## src/rtl/axis_dwidth_downsizer.sv

```systemverilog
// Wide-to-narrow AXI-Stream converter: one WIDTH*NUM_REG-bit word in, up to NUM_REG
// WIDTH-bit beats out, most-significant kept lane first, with a one-word holding buffer.
module axis_dwidth_downsizer #(
  parameter int WIDTH   = 32,
  parameter int NUM_REG = 2
) (
  input  logic                     aclk,
  input  logic                     areset,
  input  logic                     s_axis_tvalid,
  output logic                     s_axis_tready,
  input  logic [WIDTH*NUM_REG-1:0] s_axis_tdata,
  input  logic [NUM_REG-1:0]       s_axis_tkeep,
  input  logic                     s_axis_tlast,
  output logic                     m_axis_tvalid,
  input  logic                     m_axis_tready,
  output logic [WIDTH-1:0]         m_axis_tdata,
  output logic                     m_axis_tlast
);

  localparam int IDX_W = (NUM_REG > 1) ? $clog2(NUM_REG) : 1;

  localparam logic [0:0] ST_EMPTY = 1'b0;
  localparam logic [0:0] ST_SEND  = 1'b1;

  logic [0:0]               state_q, state_d;
  logic [WIDTH*NUM_REG-1:0] buf_q, buf_d;
  logic [NUM_REG-1:0]       rem_q, rem_d;
  logic                     word_last_q, word_last_d;
  logic [WIDTH-1:0]         tdata_q, tdata_d;
  logic                     tlast_q, tlast_d;

  logic                     s_ready_s;
  logic                     s_fire_s;
  logic                     m_fire_s;
  logic                     final_beat_s;
  logic                     load_s;
  logic [NUM_REG-1:0]       eff_keep_s;
  logic [NUM_REG-1:0]       src_mask_s;
  logic [NUM_REG-1:0]       next_rem_s;
  logic [WIDTH*NUM_REG-1:0] src_data_s;
  logic                     src_last_s;
  logic [IDX_W-1:0]         lane_s;

  function automatic logic [IDX_W-1:0] top_lane(input logic [NUM_REG-1:0] mask);
    logic [IDX_W-1:0] idx;
    idx = '0;
    for (int i = 0; i < NUM_REG; i++) begin
      if (mask[i]) begin
        idx = IDX_W'(i);
      end else begin
        idx = idx;
      end
    end
    return idx;
  endfunction

  function automatic logic [NUM_REG-1:0] clear_lane(input logic [NUM_REG-1:0] mask,
                                                    input logic [IDX_W-1:0] idx);
    logic [NUM_REG-1:0] m;
    m = mask;
    for (int i = 0; i < NUM_REG; i++) begin
      if (idx == IDX_W'(i)) begin
        m[i] = 1'b0;
      end else begin
        m[i] = m[i];
      end
    end
    return m;
  endfunction

  function automatic logic [WIDTH-1:0] lane_data(input logic [WIDTH*NUM_REG-1:0] data,
                                                 input logic [IDX_W-1:0] idx);
    logic [WIDTH-1:0] d;
    d = '0;
    for (int i = 0; i < NUM_REG; i++) begin
      if (idx == IDX_W'(i)) begin
        d = data[i*WIDTH +: WIDTH];
      end else begin
        d = d;
      end
    end
    return d;
  endfunction

  // Handshake qualification and upstream ready (never a function of s_axis_tvalid)
  always_comb begin
    m_fire_s     = (state_q == ST_SEND) && m_axis_tready;
    final_beat_s = m_fire_s && (rem_q == '0);
    case (state_q)
      ST_EMPTY: s_ready_s = ~areset;
      ST_SEND:  s_ready_s = ~areset & final_beat_s;
      default:  s_ready_s = 1'b0;
    endcase
    s_fire_s   = s_ready_s && s_axis_tvalid;
    eff_keep_s = s_axis_tkeep;
    // An all-zero keep on a packet end still needs one beat to carry tlast.
    if ((s_axis_tkeep == '0) && s_axis_tlast) begin
      eff_keep_s[NUM_REG-1] = 1'b1;
    end else begin
      eff_keep_s = s_axis_tkeep;
    end
  end

  // Next-state: pick the next lane either from a fresh word or from the held remainder
  always_comb begin
    state_d     = state_q;
    buf_d       = buf_q;
    rem_d       = rem_q;
    word_last_d = word_last_q;
    tdata_d     = tdata_q;
    tlast_d     = tlast_q;
    src_mask_s  = '0;
    src_data_s  = buf_q;
    src_last_s  = word_last_q;
    load_s      = 1'b0;
    if (s_fire_s) begin
      src_mask_s  = eff_keep_s;
      src_data_s  = s_axis_tdata;
      src_last_s  = s_axis_tlast;
      buf_d       = s_axis_tdata;
      word_last_d = s_axis_tlast;
      load_s      = 1'b1;
    end else if (m_fire_s) begin
      src_mask_s = rem_q;
      load_s     = 1'b1;
    end else begin
      load_s = 1'b0;
    end
    lane_s     = top_lane(src_mask_s);
    next_rem_s = clear_lane(src_mask_s, lane_s);
    if (load_s) begin
      if (src_mask_s != '0) begin
        state_d = ST_SEND;
        tdata_d = lane_data(src_data_s, lane_s);
        tlast_d = src_last_s && (next_rem_s == '0);
        rem_d   = next_rem_s;
      end else begin
        state_d = ST_EMPTY;
        tlast_d = 1'b0;
        rem_d   = '0;
      end
    end else begin
      state_d = state_q;
    end
  end

  // State and output registers
  always_ff @(posedge aclk) begin
    if (areset) begin
      state_q     <= ST_EMPTY;
      buf_q       <= '0;
      rem_q       <= '0;
      word_last_q <= 1'b0;
      tdata_q     <= '0;
      tlast_q     <= 1'b0;
    end else begin
      state_q     <= state_d;
      buf_q       <= buf_d;
      rem_q       <= rem_d;
      word_last_q <= word_last_d;
      tdata_q     <= tdata_d;
      tlast_q     <= tlast_d;
    end
  end

  assign s_axis_tready = s_ready_s;
  assign m_axis_tvalid = (state_q == ST_SEND);
  assign m_axis_tdata  = tdata_q;
  assign m_axis_tlast  = tlast_q;

endmodule

```

## config.mk

```make
export PLATFORM = sky130hd
export DESIGN_NAME = axis_dwidth_downsizer
export DESIGN_NICKNAME = d
export VERILOG_FILES = /design/src/rtl/axis_dwidth_downsizer.sv
export SDC_FILE = /design/constraint.sdc
export NUM_CORES = 1
export LEC_CHECK = 0
export CAP_MARGIN = 20
export CORE_MARGIN = 2
export CORE_UTILIZATION = 40
export DETAILED_ROUTE_END_ITERATION = 10
export PLACE_DENSITY_LB_ADDON = 0.05
export SETUP_SLACK_MARGIN = 0.2
export SYNTH_ARGS = -nofsm -noshare
export SYNTH_HDL_FRONTEND = slang
export SYNTH_SLANG_ARGS = --single-unit
```

## constraint.sdc

```tcl
create_clock -name aclk -period 1.5 [get_ports aclk]
set_input_delay 0.375 -clock aclk [delete_from_list [all_inputs] [get_ports aclk]]
set_output_delay 0.375 -clock aclk [all_outputs]
set_load 0.05 [all_outputs]
```

==> metrics list, run 1 <==
- The wire-length estimate of the detail-placed layout is 6275 um.
- Summing the areas of all xor and xnor instances in the mapped netlist gives 0% of the synthesized area.
* Period utilisation layout: 109.2%
* Number of buffers added by the clock tree synthesis step: 9
* Req. time, crit path: 1710 ps
- The layout has 479 filler cells.
* Portion of total power attributed to combinational logic: 30.3%
- Synthesis inferred 68 register bits.
- Across the whole layout, storage elements account for 1375 um2.
* Cell Chain, Critical Path: nand2b_4 -> a21bo_4 -> buf_6 -> buf_6 -> buf_12 -> a311oi_1 -> o32ai_2
* Synth Cell Area: 3194 um2
- Internal portion of total power: 3.603 mW
- Width of the die: 93.37 um
- Leak Pwr: 2.211 nW
- Via count of the first global-routing pass: 3655
- Hold/Removal Path Class: flop to flop
* Measured slew at the worst slew-check pin: 375.6 ps
- Entering global routing, the biggest net connects 30 pins.
* Share of final-layout standard cells stronger than drive strength 1: 37.78%
* Crit-path most repeated cell: buf_6
* Height of the die: 93.37 um
* Number of hold buffers added after cts: 0
- Status: finished with violations
- STA classifies the critical path startpoint as a flop.
- Die ar.: 8717 um2
- Cell total after placement: 595
- The congestion estimate from routability-driven global placement came to 0.7975.
- Setup violations remaining at the end of the flow were counted as 60.
- Footprint of the multi-input gates: 1976 um2
* Source-to-sink clock delay at the later pin of the worst-skew pair: 350 ps
- Placeable core region: 7727 um2
* Violated checks: setup timing
* Worst-case headroom to the max-slew limit: 74.79%
- Number of buffers on the longest clock path: 2
- RSZ-0062 raised after global routing: true
* Share of power burned in the clock network: 31.2%
* Library cell used as clock root buffer: clkbuf_8
- Yosys mapped the design onto 27 distinct sky130hd cell types.
- TritonCTS built the clock tree.
* Arrival @ worst endpoint: 1850 ps
* Depth of the CTS H-tree: 3
* Synth-to-Final Area Change: 91.27%
* WS Path Type: flop to flop
- Routed wire length: 11440 um
* Mux contribution to synthesized area: 0%
- Detailed-router iteration count before antenna repair: 4
- The number of nets handed over by synthesis was 470.
- Iteration-0 DRC Markers: 187
- Average wire per cell in the routed design: 18.04 um
- On the worst path, the slowest cell contributes a delay of 330 ps.
* Sinks on Clock Net: 68
- The Yosys step of the flow raised 0 warnings.
- Overflow after GRT: 0
* Main combinational cell family by area after synthesis: compound AO/OA/AOI/OAI gates
- The number of buffers and inverters on the critical path is 3.
- The synthesized netlist devotes 32.55% of its cell area to compound gates.
- The floorplan has 32 rows.
- Initial Utilization: 41.34%
- The synthesized netlist devotes 13.63% of its cell area to simple gates.
- Wire length of the first global-routing pass: 17220 um
* Synthesized area per cell: 8.006 um2
* Final hold violations: 0
* Count of final max-slew check failures: 0
- Worst setup EP type: flop
- In the routed design, unresolved DRC markers number 0.
- Net switching power: 1.580 mW
- Largest driver fanout on the critical path: 4
* Total of buffers placed on input and output ports: 105
* Seq pwr share: 38.6%
* Switching share of total power: 30.49%
- The repair_antennas step left the layout with diodes totalling 0.
- Counting I/O delays and the setup requirement, the final critical path takes 1638 ps.
- Timing would allow up to 610.7 MHz.
- The kind of cell with the highest combined delay along the critical path is compound AO/OA/AOI/OAI gates.
- Power spread over the standard cell area amounts to 848.4 nW/um2.
- Detail Route Antenna Nets: 0
* Max VDD drop: 0.5771 mV
* Initial antenna violation count: 0
- Across all setup checks in the final design, the least slack found is -137.6 ps.
* Count of placed standard cells in the final layout, fillers left out: 634
- Ports: 106
- Detailed routing inserted a total of 3539 vias.
* Post-Route Skew: 11.87 ps
- Number of instances in the synthesized netlist: 399
- Synth Area in Adders: 0%
- Max-cap violations in this run came to 0.
* Vias per Instance: 5.582
- Of the synthesized area, sequential elements account for 42.62%.
- Among all stages on the critical path, the largest delay is contributed by dfxtp_2.
- For the final routed database, the setup TNS stands at -4397 ps.
* Worst-path clk slew: 80 ps
- Net count, final: 598
- GRT Total Usage: 24.91%
* Pre-CTS WS: -551.3 ps
tightest hold or removal path, stage by stage (launching register included):
cell     delay (ps)
dfxtp_1         310
nand2_1          50
a21oi_1          50
metal layers:
metal	vias up	track usage (%)	wire [um]
li1	1668	-	-
met1	1746	30.25	4651
met2	113	44.66	6010
met3	12	4.754	647
met4	0	6.985	129
met5	-	0	0
cells by family (layout without fill, tap and decap cells):
logic type	count (synthesis)	in the layout
AO/OA/AOI/OAI	139	139
buffers and inverters	81	214
flip-flops	68	68
AND/OR/NAND/NOR	111	111
stage by stage:
step	power, mW	hold WS (ps)	instance area [um2]	util [%]
CTS	5.061	456.5	5822	75.34
global placement	3.237	442.1	4975	64.38
detailed placement	3.253	446.7	4975	64.38
global route	5.350	474.8	6110	79.06
floorplan	2.606	434.4	3293	-
finish	5.183	457.6	6110	79.06
cells in the mapped netlist:
library cell  count  area share, %
nand3_1           4           0.63
o22a_2            1           0.31
nor2_1           33            3.9
o32ai_1          32            8.8
buf_2            12            1.9
a2bb2oi_1         1           0.27
a21boi_0         32            7.5
buf_6             4            1.4
inv_1            32            3.8
nand2b_1          2           0.39
inv_2             1           0.12
a21o_1            1           0.24
a21oi_1          36            5.6
clkbuf_2          1           0.16
nand2_1          69            8.1
clkbuf_1         25            2.9
a21bo_1           1           0.31
nor2b_2           1           0.27
o21ai_2           1           0.27
dfxtp_1          68             43
a31oi_1           1           0.20
a21boi_1          1           0.24
nor3_1            1           0.16
nand4_1           1           0.20
buf_1             4           0.47
buf_4             2           0.47
a311oi_1         32            8.8
power by group through the flow:
stage	registers (mW)	clock network, mW	logic [mW]
after floorplan	2.19	0	0.412
after global placement	2.03	0	1.20
after detailed placement	2.03	0	1.22
after CTS	1.99	1.61	1.46
after global routing	2.01	1.70	1.64
final	2.00	1.62	1.57
state kept, by name, indices dropped and copies added, names as in the netlist:
register,count
m_axis_tdata,32
buf_q,32
rem_q,1
word_last_q,1
m_axis_tlast,1
m_axis_tvalid,1
layout by cell type, fill, tap and decap left out, types with 2 or more instances in the layout:
cell | netlist | layout
a21boi_0 | 32 | 32
a21oi_1 | 36 | 16
a21oi_2 | 0 | 19
a311oi_1 | 32 | 25
a311oi_2 | 0 | 7
buf_12 | 0 | 51
buf_16 | 0 | 8
buf_4 | 2 | 23
buf_6 | 4 | 9
buf_8 | 0 | 2
clkbuf_16 | 0 | 2
clkbuf_8 | 0 | 9
clkdlybuf4s50_1 | 0 | 64
clkinvlp_4 | 0 | 2
dfxtp_1 | 68 | 59
dfxtp_2 | 0 | 8
dlygate4sd2_1 | 0 | 4
inv_1 | 32 | 32
nand2_1 | 69 | 58
nand2_2 | 0 | 9
nand2_4 | 0 | 2
nand2b_4 | 0 | 2
nand3_1 | 4 | 3
nor2_1 | 33 | 30
nor2_2 | 0 | 3
o32ai_1 | 32 | 2
o32ai_2 | 0 | 27
o32ai_4 | 0 | 3
path summary, 6_finish.rpt:
check	cells after the start	from	endpoint	slack, ps
worst max register to register	7	rem_q[0]$_SDFFE_PP0P_	m_axis_tdata[30]$_SDFFE_PP0P_	-140
worst min-delay path	2	buf_q[27]$_SDFF_PP0_	buf_q[27]$_SDFF_PP0_	460
worst max-delay path	7	rem_q[0]$_SDFFE_PP0P_	m_axis_tdata[30]$_SDFFE_PP0P_	-140
worst min register to register	2	buf_q[27]$_SDFF_PP0_	buf_q[27]$_SDFF_PP0_	460
timing repair:
action | CTS | global route
setup buffers | 9 | 4
pin swaps | 10 | 13
gates cloned | 9 | 1
resized for setup | 52 | 59
endpoints found under the setup margin | 71 | 76
final cells by class:
| class | instances | area share, % |
|---|---|---|
| Timing Repair Buffer | 165 | 37.58 |
| Multi-Input combinational cell | 250 | 32.34 |
| Sequential cell | 68 | 22.51 |
| Clock buffer | 11 | 2.498 |
| Tap cell | 102 | 2.089 |
| Inverter | 33 | 2.027 |
| Clock inverter | 5 | 0.9625 |
Note: power is estimated with default switching activity, not from simulation.
==> run 2: changes to the inputs <==
--- a/config.mk
+++ b/config.mk
@@ -5,10 +5,12 @@
 export SDC_FILE = /design/constraint.sdc
 export NUM_CORES = 1
 export LEC_CHECK = 0
+export ABC_AREA = 1
 export CAP_MARGIN = 20
 export CORE_MARGIN = 2
 export CORE_UTILIZATION = 40
 export DETAILED_ROUTE_END_ITERATION = 10
+export MAX_ROUTING_LAYER = met4
 export PLACE_DENSITY_LB_ADDON = 0.05
 export SETUP_SLACK_MARGIN = 0.2
 export SYNTH_ARGS = -nofsm -noshare
==> constraint.sdc (replaced) <==
create_clock -name aclk -period 2.1 [get_ports aclk]
set_input_delay 0.525 -clock aclk [delete_from_list [all_inputs] [get_ports aclk]]
set_output_delay 0.525 -clock aclk [all_outputs]
set_load 0.05 [all_outputs]
==> run 2 against run 1 <==
The flow now finishes without violations. Highest routed layer unchanged. Via count up 41%. Critical endpoint is now m_axis_tdata[8]. Register-to-register slack better by 670 ps. Power is 6.6% lower.
==> metrics list, run 2 <==
- Input and output buffers added on the ports amount to 105.
* Overflow after GRT: 0
* Top cells by instance count after synthesis: nand2_1 (167), inv_1 (139), nor2_1 (133), dfxtp_1 (100), nand4_1 (66)
- Setup slack on the worst reg-to-reg path comes out at 530 ps.
* Hold/Removal Path Class: flop to flop
* Width of the die: 114.5 um
- Number of placement rows: 40
* Count of buffers added by post-CTS timing repair for setup: 0
- The number of nets handed over by synthesis was 836.
- Measured slew at the worst slew-check pin: 718.4 ps
* Post-Route Skew: 4.407 ps
* Min-Delay Endpoint: m_axis_tlast$_SDFFE_PP0P_
- Net count, final: 940
- STA puts the critical path data arrival time at 1230 ps.
- More flip-flops sit in one register than any other, and that register is buf_q.
- The H-tree was split into 3 levels.
- Sinks on Clock Net: 100
* Initial antenna violation count: 0
* Count of max-cap constraint violations: 0
- At the end of routability-driven placement, the weighted congestion stood at 0.8154.
* Source-to-sink clock delay at the later pin of the worst-skew pair: 340 ps
- Average wire per cell in the routed design: 12.70 um
- Buffers & Inverters on Critical Path: 1
- The worst setup path is launched from a flop.
- The worst register-to-register path begins at m_axis_tvalid$_SDFFE_PP0P_.
- The detailed router finished its first iteration with 246 violations.
- Cell depth of the worst min-delay path: 2
- Ports: 106
* Setup-violating endpoint count in the final report: 0
* Worst-path clk slew: 60 ps
- STA puts the critical path data required time at 1570 ps.
* Routed wire length: 12950 um
- The count of nets left with antenna violations once routing finished came out at 0.
* Number of buffers on the longest clock path: 2
- The final-report max-slew violation count was 0.
- The die covers 13100 um2.
* Final hold violations: 0
* Antenna diodes: 0
- Counting the buffers created by CTS gives 9.
* Leak Pwr: 3.430 nW
- Counting every instance in the synthesized netlist gives 765.
* Pin count of the biggest net entering global routing: 68
* Status: complete, no violations
- In this design, the stage delay of the slowest critical-path cell is 540 ps.
* Number of enable-type register cells in the synthesized netlist: 0
- For this run, asynchronously set or reset flops after synthesis account for 0%.
- Worst hold path startpoint: m_axis_tlast$_SDFFE_PP0P_
- Dividing the synthesized area by the synthesized cell count gives 6.380 um2.
- Most frequently used cell type in the post-synthesis netlist: nand2_1
- For this configuration, the core starts out at a cell density of 40.81%.
* Share of final-layout standard cells stronger than drive strength 1: 7.454%
* Wire length of the first global-routing pass: 21070 um
- For the finished layout, the period the worst path requires is 1759 ps.
- In this run the worst path has a maximum fanout of 2.
- Fraction of synthesized cell area taken by the top area cell type: 41.02%
* Most instantiated flip-flop cell in the synthesis netlist: dfxtp_1
- For this run, the detailed router's first-pass iteration total came to 7.
- By startpoint and endpoint, the worst setup path is classified as flop to output port.
* FF-to-FF End: m_axis_tdata[10]$_SDFFE_PP0P_
* Worst-case headroom to the max-slew limit: 52.11%
- Cell Chain, Critical Path: dlygate4sd2_1
- On the critical path, the stage with the largest delay is an instance of dlygate4sd2_1.
* Most used cells in the layout excluding fill and tap cells: nand2_1 (166), inv_1 (139), nor2_1 (133), dfxtp_1 (100), clkdlybuf4s50_1 (67)
* Vias per Instance: 4.882
- Compared with the post-synthesis result, the final layout area differs by 33.09%.
- Global routing used 20.77% of the available tracks.
- Library cell used as clock root buffer: clkbuf_16
- The largest total area in the synthesized netlist belongs to dfxtp_1.
- Unique cell type count in the Yosys netlist: 21
- The register with the most flip-flops in the layout has 64 of them.
* Synth Cell Area: 4881 um2
- Height of the die: 114.5 um
- Power spread over the standard cell area amounts to 745.3 nW/um2.
* Number of DRC violations after detailed routing: 0
* Cell depth of the worst flop-to-flop path: 8
- Post-synthesis sequential element count: 100
- Leaving out fill and tap cells, the most frequent cell in the layout is nand2_1.
* Warnings from Yosys: 0
- After legalization and detailed placement, the total HPWL measured 8778 um.
- Via count of the first global-routing pass: 4511
- After synthesis, the cell types taking the most area are dfxtp_1 (41%), nand2_1 (13%), inv_1 (11%), nor2_1 (10%), nand4_1 (8.5%).
- Across all hold checks on the routed design, the worst slack comes to 461.0 ps.
- Clock tree from TritonCTS: yes
- Max VDD drop: 0.4166 mV
- Setup repair after global routing left no endpoint under its margin.
* Placeable core region: 11960 um2
- Sequential cells were found to cover 41.02% of the synthesized design area.
- Total via count in the routed design: 4975
- Worst path top cell family by delay: buffers and inverters
- The worst setup path is captured at an output port.
* Final core occ: 54.31%
- Upper clock frequency limit: 568.3 MHz
* Period utilisation layout: 83.79%
[run 2: cells by family after synthesis]
kind of cell    after synthesis  share of synthesized area [%]
buf+inv                     192                          15.92
flops                       100                          41.02
compound gates               37                          3.794
simple gates                436                          39.27
[run 2: worst max path at each step]
stage	cells past startpoint	startpoint	endpoint	slack (ps)
finish	1	m_axis_tdata[8]$_SDFFE_PP0P_	m_axis_tdata[8]	340
global placement	9	m_axis_tready	m_axis_tdata[6]$_SDFFE_PP0P_	-30
detailed placement	10	m_axis_tready	m_axis_tdata[17]$_SDFFE_PP0P_	-70
global route	11	s_axis_tkeep[0]	m_axis_tdata[27]$_SDFFE_PP0P_	260
CTS	5	m_axis_tready	s_axis_tready	50
floorplan	3	areset	s_axis_tready	250
[run 2: power by group]
| group | switching (mW) | total [mW] | internal, mW | leakage, nW |
|---|---|---|---|---|
| sequential | 0.0517 | 2.10 | 2.05 | 0.824 |
| clock | 0.678 | 1.59 | 0.907 | 0.135 |
| combinational | 0.720 | 1.16 | 0.436 | 2.47 |
| total | 1.45 | 4.84 | 3.39 | 3.43 |
[run 2: metrics by stage]
stage,area [um2],setup TNS (ps),instances,setup slack (ps),power [mW]
after detailed placement,6251,-1011,1005,-65.32,3.341
after CTS,6491,0,1019,54.76,4.903
after global placement,6251,-57.27,1005,-27.72,3.324
final,6496,0,1019,340.5,4.841
after floorplan,4885,0,765,249.9,2.889
after global routing,6496,0,1019,263.3,5.111
[run 2: routing by layer]
metal,GRT usage [%],share of wire (%)
met1,25.09,45
met4,8.537,1.8
met5,-,0
met3,3.017,4.7
met2,34.75,48
[run 2: layout make-up]
cell class	count	area (um2)
Clock buffer	11	232.7
Clock inverter	3	40.04
Fill cell	1215	5465
Inverter	140	525.5
Multi-Input combinational cell	473	2116
Sequential cell	100	2002
Tap cell	147	183.9
Timing Repair Buffer	145	1396
[run 2: timing repair]
item / 4_1_cts / 5_1_grt
hold buffers: 0 / 0
endpoints found under the setup margin: 33 / 30
gates resized for setup: 33 / 2
==> run 3: changes to the inputs <==
==> constraint.sdc (replaced) <==
create_clock -name aclk -period 1.74 [get_ports aclk]
set_input_delay 0.435 -clock aclk [delete_from_list [all_inputs] [get_ports aclk]]
set_output_delay 0.435 -clock aclk [all_outputs]
set_load 0.05 [all_outputs]
==> run 3 against run 2 <==
Power grew 33%. Count of clock-buffer cells in the layout shrank 1. Sequential share of layout area shrank 1.8 points. Worst setup slack lost 220 ps. Combinational power grew 34%. Routed wire length grew 9.4%. Critical path type unchanged.
==> metrics list, run 3 (same netlist as run 2, synthesis figures left out) <==
- The detailed router put a total of 6495 um of wire on met1.
* Power density over the cells: 931.8 nW/um2
- Relative to the synthesized area, the layout overhead comes to 41.94%.
- Library cell used as clock root buffer: clkbuf_16
* Count of final max-slew check failures: 0
- Die ar.: 13100 um2
* Cell area after placement: 6277 um2
- Summed over all nets, the switching power comes to 1.924 mW.
- The analysis attributes to cell leakage a power of 3.586 nW.
- Total via count in the routed design: 5086
- Initial antenna violation count: 0
- GRT Total Usage: 22.35%
* Post-Route Skew: 11.74 ps
* Height of the die: 114.5 um
- Source-to-sink clock delay at the later pin of the worst-skew pair: 350 ps
- Width of the die: 114.5 um
- Number of placement rows: 40
* Worst setup EP type: output port
- Setup TNS after final layout: 0 ps
- Metal3 WL: 740 um
- Highest-delay cell along the critical path: dfxtp_2
- Most used cells in the layout excluding fill and tap cells: nand2_1 (165), inv_1 (136), nor2_1 (129), dfxtp_1 (98), buf_4 (77)
* Routed wire length: 14160 um
* Depth of the CTS H-tree: 3
* Total of buffers placed on input and output ports: 105
- For this block, the initial DRC count from the detailed router was 272.
- Worst-path clk slew: 60 ps
- Dividing the detail-routed wire length by the instance count gives 13.54 um.
* Worst hold path startpoint: m_axis_tlast$_SDFFE_PP0P_
* Worst-case headroom to the max-slew limit: 63.01%
- Via count of the first global-routing pass: 4713
- Overflow after GRT: 0
* Cell Chain, Critical Path: inv_2 -> nand2_4 -> buf_6 -> a21oi_4 -> buf_12
- At the end of routability-driven placement, the weighted congestion stood at 0.8363.
* Arrival @ worst endpoint: 1190 ps
- Hold is met by 469.9 ps.
* Source of the critical timing path: rem_q[0]$_SDFFE_PP0P_
* Portion of total power attributed to combinational logic: 24.2%
- At the worst endpoint, the required time is 1300 ps.
- The post-route netlist has 15.35% of its cells at a drive strength greater than 1.
* Flip-flop count of the largest register, all copies and words added: 64
* Area of all placed cells without fillers: 6928 um2
- Switching share of total power: 29.80%
- Number of buffers added by the clock tree synthesis step: 9
* Buffers & Inverters on Critical Path: 3
* Antenna diodes: 0
* Pin count of the biggest net entering global routing: 72
- Initial Utilization: 40.81%
* Wire length of the first global-routing pass: 22660 um
- The worst setup path is launched from a flop.
- Along the worst path, the maximum fanout reaches 2.
* Internal portion of total power: 4.532 mW
- Setup repair after global routing could not meet its margin everywhere.
- After detailed routing, the number of remaining DRC violations is 0.
* Period utilisation layout: 93.17%
- The worst hold path belongs to the class flop to flop.
- The tool flagged a number of max-cap violations equal to 0.
- The first TritonRoute pass finished after 4 iterations.
* CP max stage delay: 320 ps
- The routed design could run at a clock period as short as 1621 ps.
- Setup violations remaining at the end of the flow were counted as 0.
- Net count, final: 965
- The clock network accounts for 36.4% of the total power.
- Number of buffers on the longest clock path: 2
- Sinks on Clock Net: 100
* WS Path Type: flop to output port
- Worst path top cell family by delay: buffers and inverters
- After detailed routing, the number of vias per cell comes to 4.862.
- The final-report hold violation count was 0.
* Ports: 106
- Once layout is complete, the utilization of the core stands at 57.92%.
* Detail Route Antenna Nets: 0
* Max VDD drop: 0.5109 mV
- Detailed Place HPWL: 9125 um
- Detailed routing placed a total of 6684 um of wire on met2.
- At the pin with the least slew margin, the transition time is 554.8 ps.
- Upper clock frequency limit: 616.9 MHz
- Max layer used: met4
- Placeable core region: 11960 um2
* Power, Total: 6.456 mW
- Leaving out fill and tap cells, the most frequent cell in the layout is nand2_1.
* Register containing the most flip-flops in the final layout: buf_q
* Status: complete, no violations
- Seq pwr share: 39.4%
* Reg-to-reg startpoint: rem_q[0]$_SDFFE_PP0P_
- Clock tree from TritonCTS: yes
## run 3: worst register-to-register path: cells and delay by family, from the launching register on
kind	cells	cell delay (ps)
simple gates	8	870
buf+inv	3	340
flops	1	320
## run 3: timing repair
| item | 4_1_cts | 5_1_grt |
|---|---|---|
| hold buffers | 0 | 0 |
| gates resized for setup | 23 | 18 |
| setup buffers | 2 | 5 |
| cloned | 2 | 2 |
| pin swaps | 6 | 8 |
| endpoints found under the setup margin | 57 | 36 |
## run 3: path summary, 6_finish.rpt
path         slack [ps]                       endpoint  cells past startpoint
max                 120                  s_axis_tready                      5
min                 470      m_axis_tlast$_SDFFE_PP0P_                      2
max reg2reg         160  m_axis_tdata[14]$_SDFFE_PP0P_                     11
min reg2reg         470      m_axis_tlast$_SDFFE_PP0P_                      2
## run 3: stage by stage
stage	instances	worst slack [ps]
floorplan	765	188.9
detailed placement	1019	-397.3
global route	1046	63.24
CTS	1039	98.99
global placement	1019	-348.3
finish	1046	118.9
## run 3: per-layer routing
| metal | vias to the layer above | global-route usage, % |
|---|---|---|
| met1 | 2291 | 28.63 |
| li1 | 2635 | - |
| met3 | 19 | 2.859 |
| met2 | 141 | 36.53 |
| met4 | 0 | 7.561 |
| met5 | - | - |
## run 3: area by class of cell
class                      count  area [um2]
clock buffer                  10       229.0
multi-input combinational    473        2178
inverter                     140       531.8
fill                        1161        5034
sequential                   100        2007
timing repair buffer         170        1682
clock inverter                 6       116.4
tap                          147       183.9
## run 3: power by group through the flow
stage               Clock, mW  Sequential (mW)  Combinational, mW
global route             2.49             2.56               1.71
detailed placement          0             2.60               1.46
floorplan                   0             2.82              0.667
global placement            0             2.59               1.44
finish                   2.35             2.54               1.56
CTS                      2.39             2.54               1.52
==> patch (config.mk and constraints of run 3) <==
`NUM_REG`: 2 -> 1.
--- a/src/rtl/axis_dwidth_downsizer.sv
+++ b/src/rtl/axis_dwidth_downsizer.sv
@@ -3,5 +3,5 @@
 module axis_dwidth_downsizer #(
   parameter int WIDTH   = 32,
-  parameter int NUM_REG = 2
+  parameter int NUM_REG = 1
 ) (
   input  logic                     aclk,
Interface: changed (resized s_axis_tdata and s_axis_tkeep); port bits go from 106 to 73. The function was not compared with the original's and may differ.
==> patch against run 3 <==
  * Setup slack gained 0.11 ns
  * Sequential cell count shrank 51
  * Synthesized area shrank 56%
  * Synthesized cell count shrank 60%
  * Combinational power shrank 60%
  * Clock power shrank 66%
  * Wire length shrank 66%
  * Cell count shrank 57%
  * Power shrank 59%
  * Cell area shrank 57%
  * Via count shrank 62%
  * Register-to-register slack gained 0.34 ns
  * Largest cell class is now registers
  * Largest power group unchanged
==> patch: results (changes against run 3) <==
Vias in the first global route - 1758 (-63%)
Pre-CTS WS - -0.102 ns (+0.296 ns)
Total CTS buffers - 5 (-4)
# port buffers - 72 (-31%)
Pin count of the biggest net entering global routing - 66 (-8.3%)
DR vias - 1923 (-62%)
Gate count of the mapped netlist - 305 (-60%)
Pleak - 0.00153 uW (-57%)
Crit-path slowest cell - dlygate4sd2_1
Register area share after synthesis - 45.8% (+4.8 points)
Placed Cells - 446 (-56%)
Syn nets - 343 (-59%)
Clk_skew - 0.00442 ns (-0.00733 ns)
Leading post-synthesis cells by instance count - nand2_1, nor2_1, dfxtp_1
Worst-margin pin slew - 0.353 ns (-0.202 ns)
Max incr delay on CP - 0.23 ns (-0.09 ns)
DRT iter0 DRCs - 91 (-67%)
Maximum vdd ir drop - 0.354 mV (-31%)
Drt wl/cell - 10.5 um (-23%)
Post-CTS setup buffers - 0 (-2)
Clock slew at reported path FFs - 0.08 ns (+0.02 ns)
Status - finished clean
Unique cell type count in the Yosys netlist - 17 (-19%)
H-tree depth - 2 (-1)
Root Buffer - clkbuf_8
Wirelength, routed - 4.75 mm (-66%)
WP data arrival - 1.07 ns (-0.12 ns)
Area contributors post-synth - dfxtp_1, nand2_1, nor2_1
Layout cells sized above 1 - 18.8% (+3.4 points)
Worst skew pair latency - 0.30 ns (-0.05 ns)
Global-route wire length before repair - 8.02 mm (-65%)
Net count reported at finish - 422 (-56%)
Post-DP HPWL - 3.29 mm (-64%)
==> patch: changes by cell type in the layout (fill, tap and decap cells not counted), sizes merged, moves of 7 or more <==
cell	run 3	this run
inv	142	35
dfxtp	100	49
nand4	67	16
o21ai	34	0
nand3	67	4
buf	100	57
clkdlybuf4s50	64	34
nand2	168	97
clkbuf	12	5
a21oi	3	18
nor2	134	64
==> patch: layout make-up <==
| type | instances | area [um^2] |
|---|---|---|
| fill | 513 | 2140 |
| tap | 70 | 87.6 |
| timing repair buffer | 93 | 825 |
| multi-input combinational | 199 | 866 |
| clock inverter | 2 | 35.0 |
| clock buffer | 5 | 68.8 |
| sequential | 49 | 982 |
| inverter | 36 | 136 |
==> patch: per-stage QoR <==
stage          hold slack (ns)  TNS [ns]  util (%)
2_1_floorplan            0.445         0         -
3_3_place_gp             0.457     -2.04      56.2
3_5_place_dp             0.461     -3.02      56.2
4_1_cts                  0.474         0      58.3
5_1_grt                  0.487         0      58.4
6_report                 0.473         0      58.4
==> patch: worst paths after layout <==
| kind | from | to | slack (ns) | cells after the start |
|---|---|---|---|---|
| setup / recovery | m_axis_tready | s_axis_tready | 0.23 | 4 |
| hold / removal | buf_q[28] | buf_q[28] | 0.47 | 2 |
| setup reg to reg | m_axis_tvalid | m_axis_tdata[16] | 0.50 | 6 |
| hold reg to reg | buf_q[28] | buf_q[28] | 0.47 | 2 |
==> patch: kinds of logic (layout without fill, tap and decap cells) <==
| logic type | Yosys count | count (layout) | share of synthesized area, % |
|---|---|---|---|
| AND/OR/NAND/NOR | 180 | 181 | 35.2 |
| flip-flops | 49 | 49 | 45.8 |
| AO/OA/AOI/OAI | 18 | 18 | 4.73 |
| buffers and inverters | 58 | 136 | 14.2 |
==> patch: routing by layer <==
metal  track usage, %  share of wire (%)  wire, um
met5                -                  0         0
met2             25.7                 43      2030
met4             6.96                1.3        63
met1             22.3                 51      2400
met3             4.47                5.4       255
==> patch: critical path, delay by kind of cell <==
kind	cells	cell delay (ns)
compound gates	1	0.18
buf+inv	3	0.45
==> patch: power by group <==
part,switching (uW),internal [uW]
Clock,376,418
Sequential,30.5,1190
Combinational,377,243
Total,784,1850
==> patch: repair_timing <==
item,CTS,global route
cloned,0,1
setup endpoints to repair,1,3
hold buffers,0,0
pin swaps,1,1
resized for setup,5,2
